[src/rtl/enemy_formation_ctrl.sv]
// Purpose : marches the 7-enemy row (shared posX/posY offset, alive mask), reverses and drops at edges, flags cleared/landed.
// Latency : march moves visible 1 cycle after the step tick; drops visible 2 cycles after the step tick.
// Backpressure: none; frame_tick/kill_valid/start are single-cycle strobes. Optional macro SPEEDUP_EN shortens the march interval as enemies die.
module enemy_formation_ctrl #(
`ifdef SPEEDUP_EN
  parameter int MIN_INTERVAL  = 4,
  parameter int SPEEDUP_DEC   = 4,
`endif
  parameter int START_X       = 0,
  parameter int STEP_X        = 4,
  parameter int DROP_Y        = 8,
  parameter int BASE_INTERVAL = 30,
  parameter int LEFT_LIMIT    = 8,
  parameter int RIGHT_LIMIT   = 631,
  parameter int BOTTOM_LIMIT  = 471
) (
  input  logic       clk,
  input  logic       reset,
  input  logic       frame_tick,
  input  logic       start,
  input  logic       kill_valid,
  input  logic [2:0] kill_idx,
  output logic [9:0] posX,
  output logic [9:0] posY,
  output logic [6:0] alive,
  output logic       dir,
  output logic       step_pulse,
  output logic       busy,
  output logic       cleared,
  output logic       landed
);

  typedef enum logic [2:0] {S_IDLE, S_MARCH, S_DROP, S_CLEARED, S_LANDED} state_t;

  // Edge arithmetic is done in 11 bits so sums of offsets never wrap.
  localparam logic [10:0] STEP11    = 11'(STEP_X);
  localparam logic [10:0] RIGHT_OFF = 11'(31 + 8 + STEP_X);  // centre base + half-size + next step
  localparam logic [10:0] RIGHT11   = 11'(RIGHT_LIMIT);
  localparam logic [10:0] LEFT11    = 11'(LEFT_LIMIT);
  localparam logic [10:0] BOTTOM11  = 11'(BOTTOM_LIMIT);
  localparam logic [9:0]  STEP10    = 10'(STEP_X);
  localparam logic [9:0]  DROP10    = 10'(DROP_Y);
  localparam logic [9:0]  START10   = 10'(START_X);

  state_t      state;
  logic [15:0] tick_cnt;
  logic [15:0] interval;
  logic [2:0]  lo_idx;
  logic [2:0]  hi_idx;
  logic [6:0]  kill_mask;
  logic [6:0]  alive_after;
  logic        kill_ok;
  logic        can_right;
  logic        can_left;
  logic        will_land;
  logic [10:0] posx11;
  logic [10:0] left_edge;
  logic [9:0]  new_posy;

`ifdef SPEEDUP_EN
  logic [3:0] pop;
  int         iv;

  // March interval shrinks by SPEEDUP_DEC per dead enemy, floored at MIN_INTERVAL.
  always_comb begin
    pop = '0;
    for (int i = 0; i < 7; i++) pop = pop + {3'd0, alive[i]};
    iv = BASE_INTERVAL - SPEEDUP_DEC * (7 - int'(pop));
    if (iv < MIN_INTERVAL) iv = MIN_INTERVAL;
    interval = 16'(iv);
  end
`else
  assign interval = 16'(BASE_INTERVAL);
`endif

  // Lowest and highest surviving enemy decide which sprite touches each edge.
  always_comb begin
    lo_idx = '0;
    hi_idx = '0;
    for (int i = 6; i >= 0; i--) if (alive[i]) lo_idx = 3'(i);
    for (int i = 0; i < 7; i++)  if (alive[i]) hi_idx = 3'(i);
  end

  // Kill filtering, edge tests and landing test for the current cycle.
  always_comb begin
    kill_ok     = kill_valid && (kill_idx != 3'd7) && (state == S_MARCH || state == S_DROP);
    kill_mask   = kill_ok ? 7'(8'd1 << kill_idx) : 7'd0;
    alive_after = alive & ~kill_mask;
    posx11      = {1'b0, posX};
    can_right   = (RIGHT_OFF + ({8'd0, hi_idx} * 11'd24) + posx11) <= RIGHT11;
    // Leftmost sprite pixel after the step: 31 - 8 + 24*L + posX - STEP_X.
    left_edge   = 11'd23 + ({8'd0, lo_idx} * 11'd24) + posx11 - STEP11;
    can_left    = (posx11 >= STEP11) && (left_edge >= LEFT11);
    new_posy    = posY + DROP10;
    will_land   = (11'd247 + {1'b0, new_posy}) >= BOTTOM11;
  end

  // Sequencer: state, offsets, alive mask, flags and the step strobe, all registered.
  always_ff @(posedge clk) begin
    if (reset) begin
      state      <= S_IDLE;
      posX       <= START10;
      posY       <= '0;
      alive      <= 7'h7F;
      dir        <= 1'b1;
      tick_cnt   <= '0;
      step_pulse <= 1'b0;
      busy       <= 1'b0;
      cleared    <= 1'b0;
      landed     <= 1'b0;
    end else begin
      step_pulse <= 1'b0;
      alive      <= alive_after;
      case (state)
        S_IDLE: begin
          if (start) begin
            state    <= S_MARCH;
            tick_cnt <= '0;
            busy     <= 1'b1;
          end
        end
        S_MARCH: begin
          if (alive_after == 7'd0) begin
            state   <= S_CLEARED;
            busy    <= 1'b0;
            cleared <= 1'b1;
          end else if (frame_tick) begin
            if (tick_cnt >= interval - 16'd1) begin
              tick_cnt <= '0;
              // Edge test uses the pre-kill mask held in 'alive'.
              if (dir ? can_right : can_left) begin
                posX       <= dir ? posX + STEP10 : posX - STEP10;
                step_pulse <= 1'b1;
              end else begin
                state <= S_DROP;
              end
            end else begin
              tick_cnt <= tick_cnt + 16'd1;
            end
          end
        end
        S_DROP: begin
          if (alive_after == 7'd0) begin
            state   <= S_CLEARED;
            busy    <= 1'b0;
            cleared <= 1'b1;
          end else begin
            posY       <= new_posy;
            dir        <= ~dir;
            step_pulse <= 1'b1;
            if (will_land) begin
              state  <= S_LANDED;
              busy   <= 1'b0;
              landed <= 1'b1;
            end else begin
              state <= S_MARCH;
            end
          end
        end
        S_CLEARED, S_LANDED: begin
          if (start) begin
            state    <= S_MARCH;
            posX     <= START10;
            posY     <= '0;
            alive    <= 7'h7F;
            dir      <= 1'b1;
            tick_cnt <= '0;
            busy     <= 1'b1;
            cleared  <= 1'b0;
            landed   <= 1'b0;
          end
        end
        default: state <= S_IDLE;
      endcase
    end
  end

endmodule
[config.mk]
export PLATFORM = sky130hd
export DESIGN_NAME = enemy_formation_ctrl
export DESIGN_NICKNAME = d
export VERILOG_FILES = /design/src/rtl/enemy_formation_ctrl.sv
export SDC_FILE = /design/constraint.sdc
export NUM_CORES = 1
export LEC_CHECK = 0
export CORE_ASPECT_RATIO = 0.8
export CORE_MARGIN = 2
export CORE_UTILIZATION = 49
export DETAILED_ROUTE_END_ITERATION = 8
export PLACE_DENSITY_LB_ADDON = 0.3
export SYNTH_ARGS = -nofsm -noshare
export SYNTH_HDL_FRONTEND = slang
export SYNTH_SLANG_ARGS = --single-unit
[constraint.sdc]
create_clock -name clk -period 10.2 [get_ports clk]
set_clock_uncertainty 0.1 [all_clocks]
set_input_delay 2.04 -clock clk [delete_from_list [all_inputs] [get_ports clk]]
set_output_delay 2.04 -clock clk [all_outputs]
set_load 0.1 [all_outputs]
==> metrics.csv <==
metric,value,unit
status,"complete, no violations",
Detailed Routing Iterations Pass 1,4,
average size of a mapped cell,7.89,um2
# resized after CTS,0,
xor and xnor area share after synthesis,4.54,%
top sig layer,met4,
# port buffers,34,
post-synthesis compound-gate area fraction,19.0,%
minimum clock period,4.94,ns
simple-gate area share of the yosys netlist,27.1,%
clk root buf,clkbuf_8,
GRT Util Overall,19.8,%
largest net degree at the start of global routing,23,
TritonCTS Buffers,5,
"Hold Vio Cnt, Final",0,
fin crit share,48.4,%
synthesis warning total,0,
Worst R2R End,posX[4],
worst-skew pair later-pin latency,0.30,ns
cts hold-fix bufs,0,
CP endpoint,posY[6],
Max Cap Viol,0,
fraction of the mapped netlist area in adder cells,13.9,%
Crit Path Max Fanout,14,
post-synthesis sequential area ratio,28.3,%
drt wl/cell,13.9,um
Area contributors post-synth,"dfxtp_1 28%, ha_1 13%, nor2_1 5.1%, a21oi_1 4.6%, nand2_1 4.0%",
nets,483,
Syn Inst Count,412,
total wire length,7270,um
setup bufs post-CTS,0,
largest family of logic cells by synthesized area,simple AND/OR/NAND/NOR gates,
htree depth,2,
Worst EP arrival,5.05,ns
Met2 Wirelength,3360,um
Pwr Density,117,nW/um2
routability-driven placement congestion ratio,0.927,
Worst-path clk slew,0.09,ns
synthesized area,3250,um2
slew margin rel.,31.7,%
Vias,3022,
register bit count reported by yosys,46,
CTS tree,yes,
Iteration-0 DRC Markers,140,
library cells used by synthesis,63,
share of layout cells above drive strength 1,5.44,%
most frequent cell after synthesis,dfxtp_1,
Post-DP HPWL,5540,um
clock buffer depth,2,
vias in the first global route,2603,
Detail Route Antenna Nets,0,
CP Launch Point,kill_idx[0],
die area,7310,um2
initial antenna violation count,0,
initial core utilization,50.7,%
mux cell area share after synthesis,0.308,%
grt ovf,0,
setup_tns,0,ns
Hold Worst Slack,0.372,ns
antenna diode count,0,
maximum vdd drop,0.0000649,V
io pins,40,
ys async rst share,0,%
number of fill cells in the layout,576,
Post-route DRC,0,
Layout Utilization,58.1,%
FF-to-FF path depth,14,
area grow syn2layout,14.5,%
Tightest Hold Check Type,reg -> reg,
met1 wire length,3470,um
row count,26,
leading area contributor after synthesis,dfxtp_1,
Core ar.,6410,um2
"EDFF count, synth",0,
Slew Limit Fails,0,
Max Clk Rate,203,MHz
R2R Setup Slk,5.77,ns
Crit Path Category,in -> reg,
endpoints failing setup,0,
CP Launch Type,primary input,
Reg2Reg Launch Point,alive[2],
first-pass GRT wire length,11900,um
Die H,76.9,um
crit end category,flip-flop,
leakage,1.53,nW
Sink Count,46,
CP required,10.31,ns
measured slew at the worst slew-check pin,1.02,ns
wire length on met3,397,um
Most used DFF post-synth,dfxtp_1,
synth cell count leaders,"46 x dfxtp_1, 44 x nor2_1, 35 x nand2_1, 33 x ha_1",
Die W,95.1,um
unrepaired setup endpoints after global routing,no,
Via density,5.76,
top cell type's share of synthesized area,28.3,%
[how the worst min path moves through the flow]
stage,from,end,slack [ns],cells past startpoint
floorplan,tick_cnt[15],tick_cnt[15],0.33,2
global placement,tick_cnt[15],tick_cnt[15],0.35,2
detailed placement,landed,landed,0.36,2
CTS,landed,landed,0.38,2
global route,landed,landed,0.41,2
finish,landed,landed,0.37,2
[logic make-up (layout without fill, tap and decap cells)]
logic type,after synthesis,count (layout)
and+or+nand+nor,171,171
AOI/OAI and AO/OA,95,95
buffers and inverters,47,72
DFF,46,46
adders and majority gates,35,35
xor gates and xnor gates,16,16
other,1,5
muxes,1,1
[final cells by class]
type / count / area, um2 / share of cell area, %
clock inverter: 3 / 43.8 / 1.18
inverter: 30 / 113 / 3.03
timing repair buffer: 34 / 340 / 9.14
multi-input combinational: 323 / 2130 / 57.2
tap: 84 / 105 / 2.82
clock buffer: 5 / 68.8 / 1.85
sequential: 46 / 921 / 24.7
[cells in the final DEF (no fill, tap or decap), types with 7 or more instances in the layout]
cell,instances
and3_1,10
inv_1,30
o21ai_0,12
a31oi_1,8
ha_1,33
a21oi_1,30
o21ai_1,7
clkdlybuf4s50_1,34
nor4_1,10
xor2_1,10
dfxtp_1,46
nand2_1,35
nor2_1,44
nand3_1,19
nand4_1,11
[registers in the layout, summed over array words and instances, names as in the netlist]
name        count
tick_cnt       16
posX            8
alive           7
posY            7
state           3
busy            1
cleared         1
dir             1
landed          1
step_pulse      1
[per-layer routing]
| metal | vias up | global-route usage (%) |
|---|---|---|
| met5 | - | 0 |
| met4 | 0 | 3.77 |
| met3 | 5 | 3.54 |
| met2 | 77 | 31.3 |
| met1 | 1417 | 28.3 |
| li1 | 1523 | - |
[worst max-delay path, cell delays in order]
cell             delay (ns)
clkdlybuf4s50_1        0.57
nand2b_1               0.25
or3_1                  0.32
a222oi_1               0.88
a21o_1                 0.48
and2_1                 0.26
o21ai_1                0.09
a21oi_1                0.15
[per-stage QoR]
step | area (um2) | std cells | total power (W) | setup slack (ns)
CTS | 3720 | 525 | 0.000439 | 5.29
floorplan | 3270 | 416 | 0.000282 | 5.53
detailed placement | 3610 | 517 | 0.000302 | 4.99
finish | 3720 | 525 | 0.000436 | 5.26
global route | 3720 | 525 | 0.000456 | 4.99
global placement | 3610 | 517 | 0.000300 | 5.12
[power breakdown]
part | leakage, nW | internal, W | switching (W)
logic | 1.10 | 0.0000300 | 0.0000748
clock network | 0.0585 | 0.0000735 | 0.0000644
registers | 0.372 | 0.000184 | 0.00000923
total | 1.53 | 0.000288 | 0.000148
Note: power is estimated with default switching activity, not from simulation.
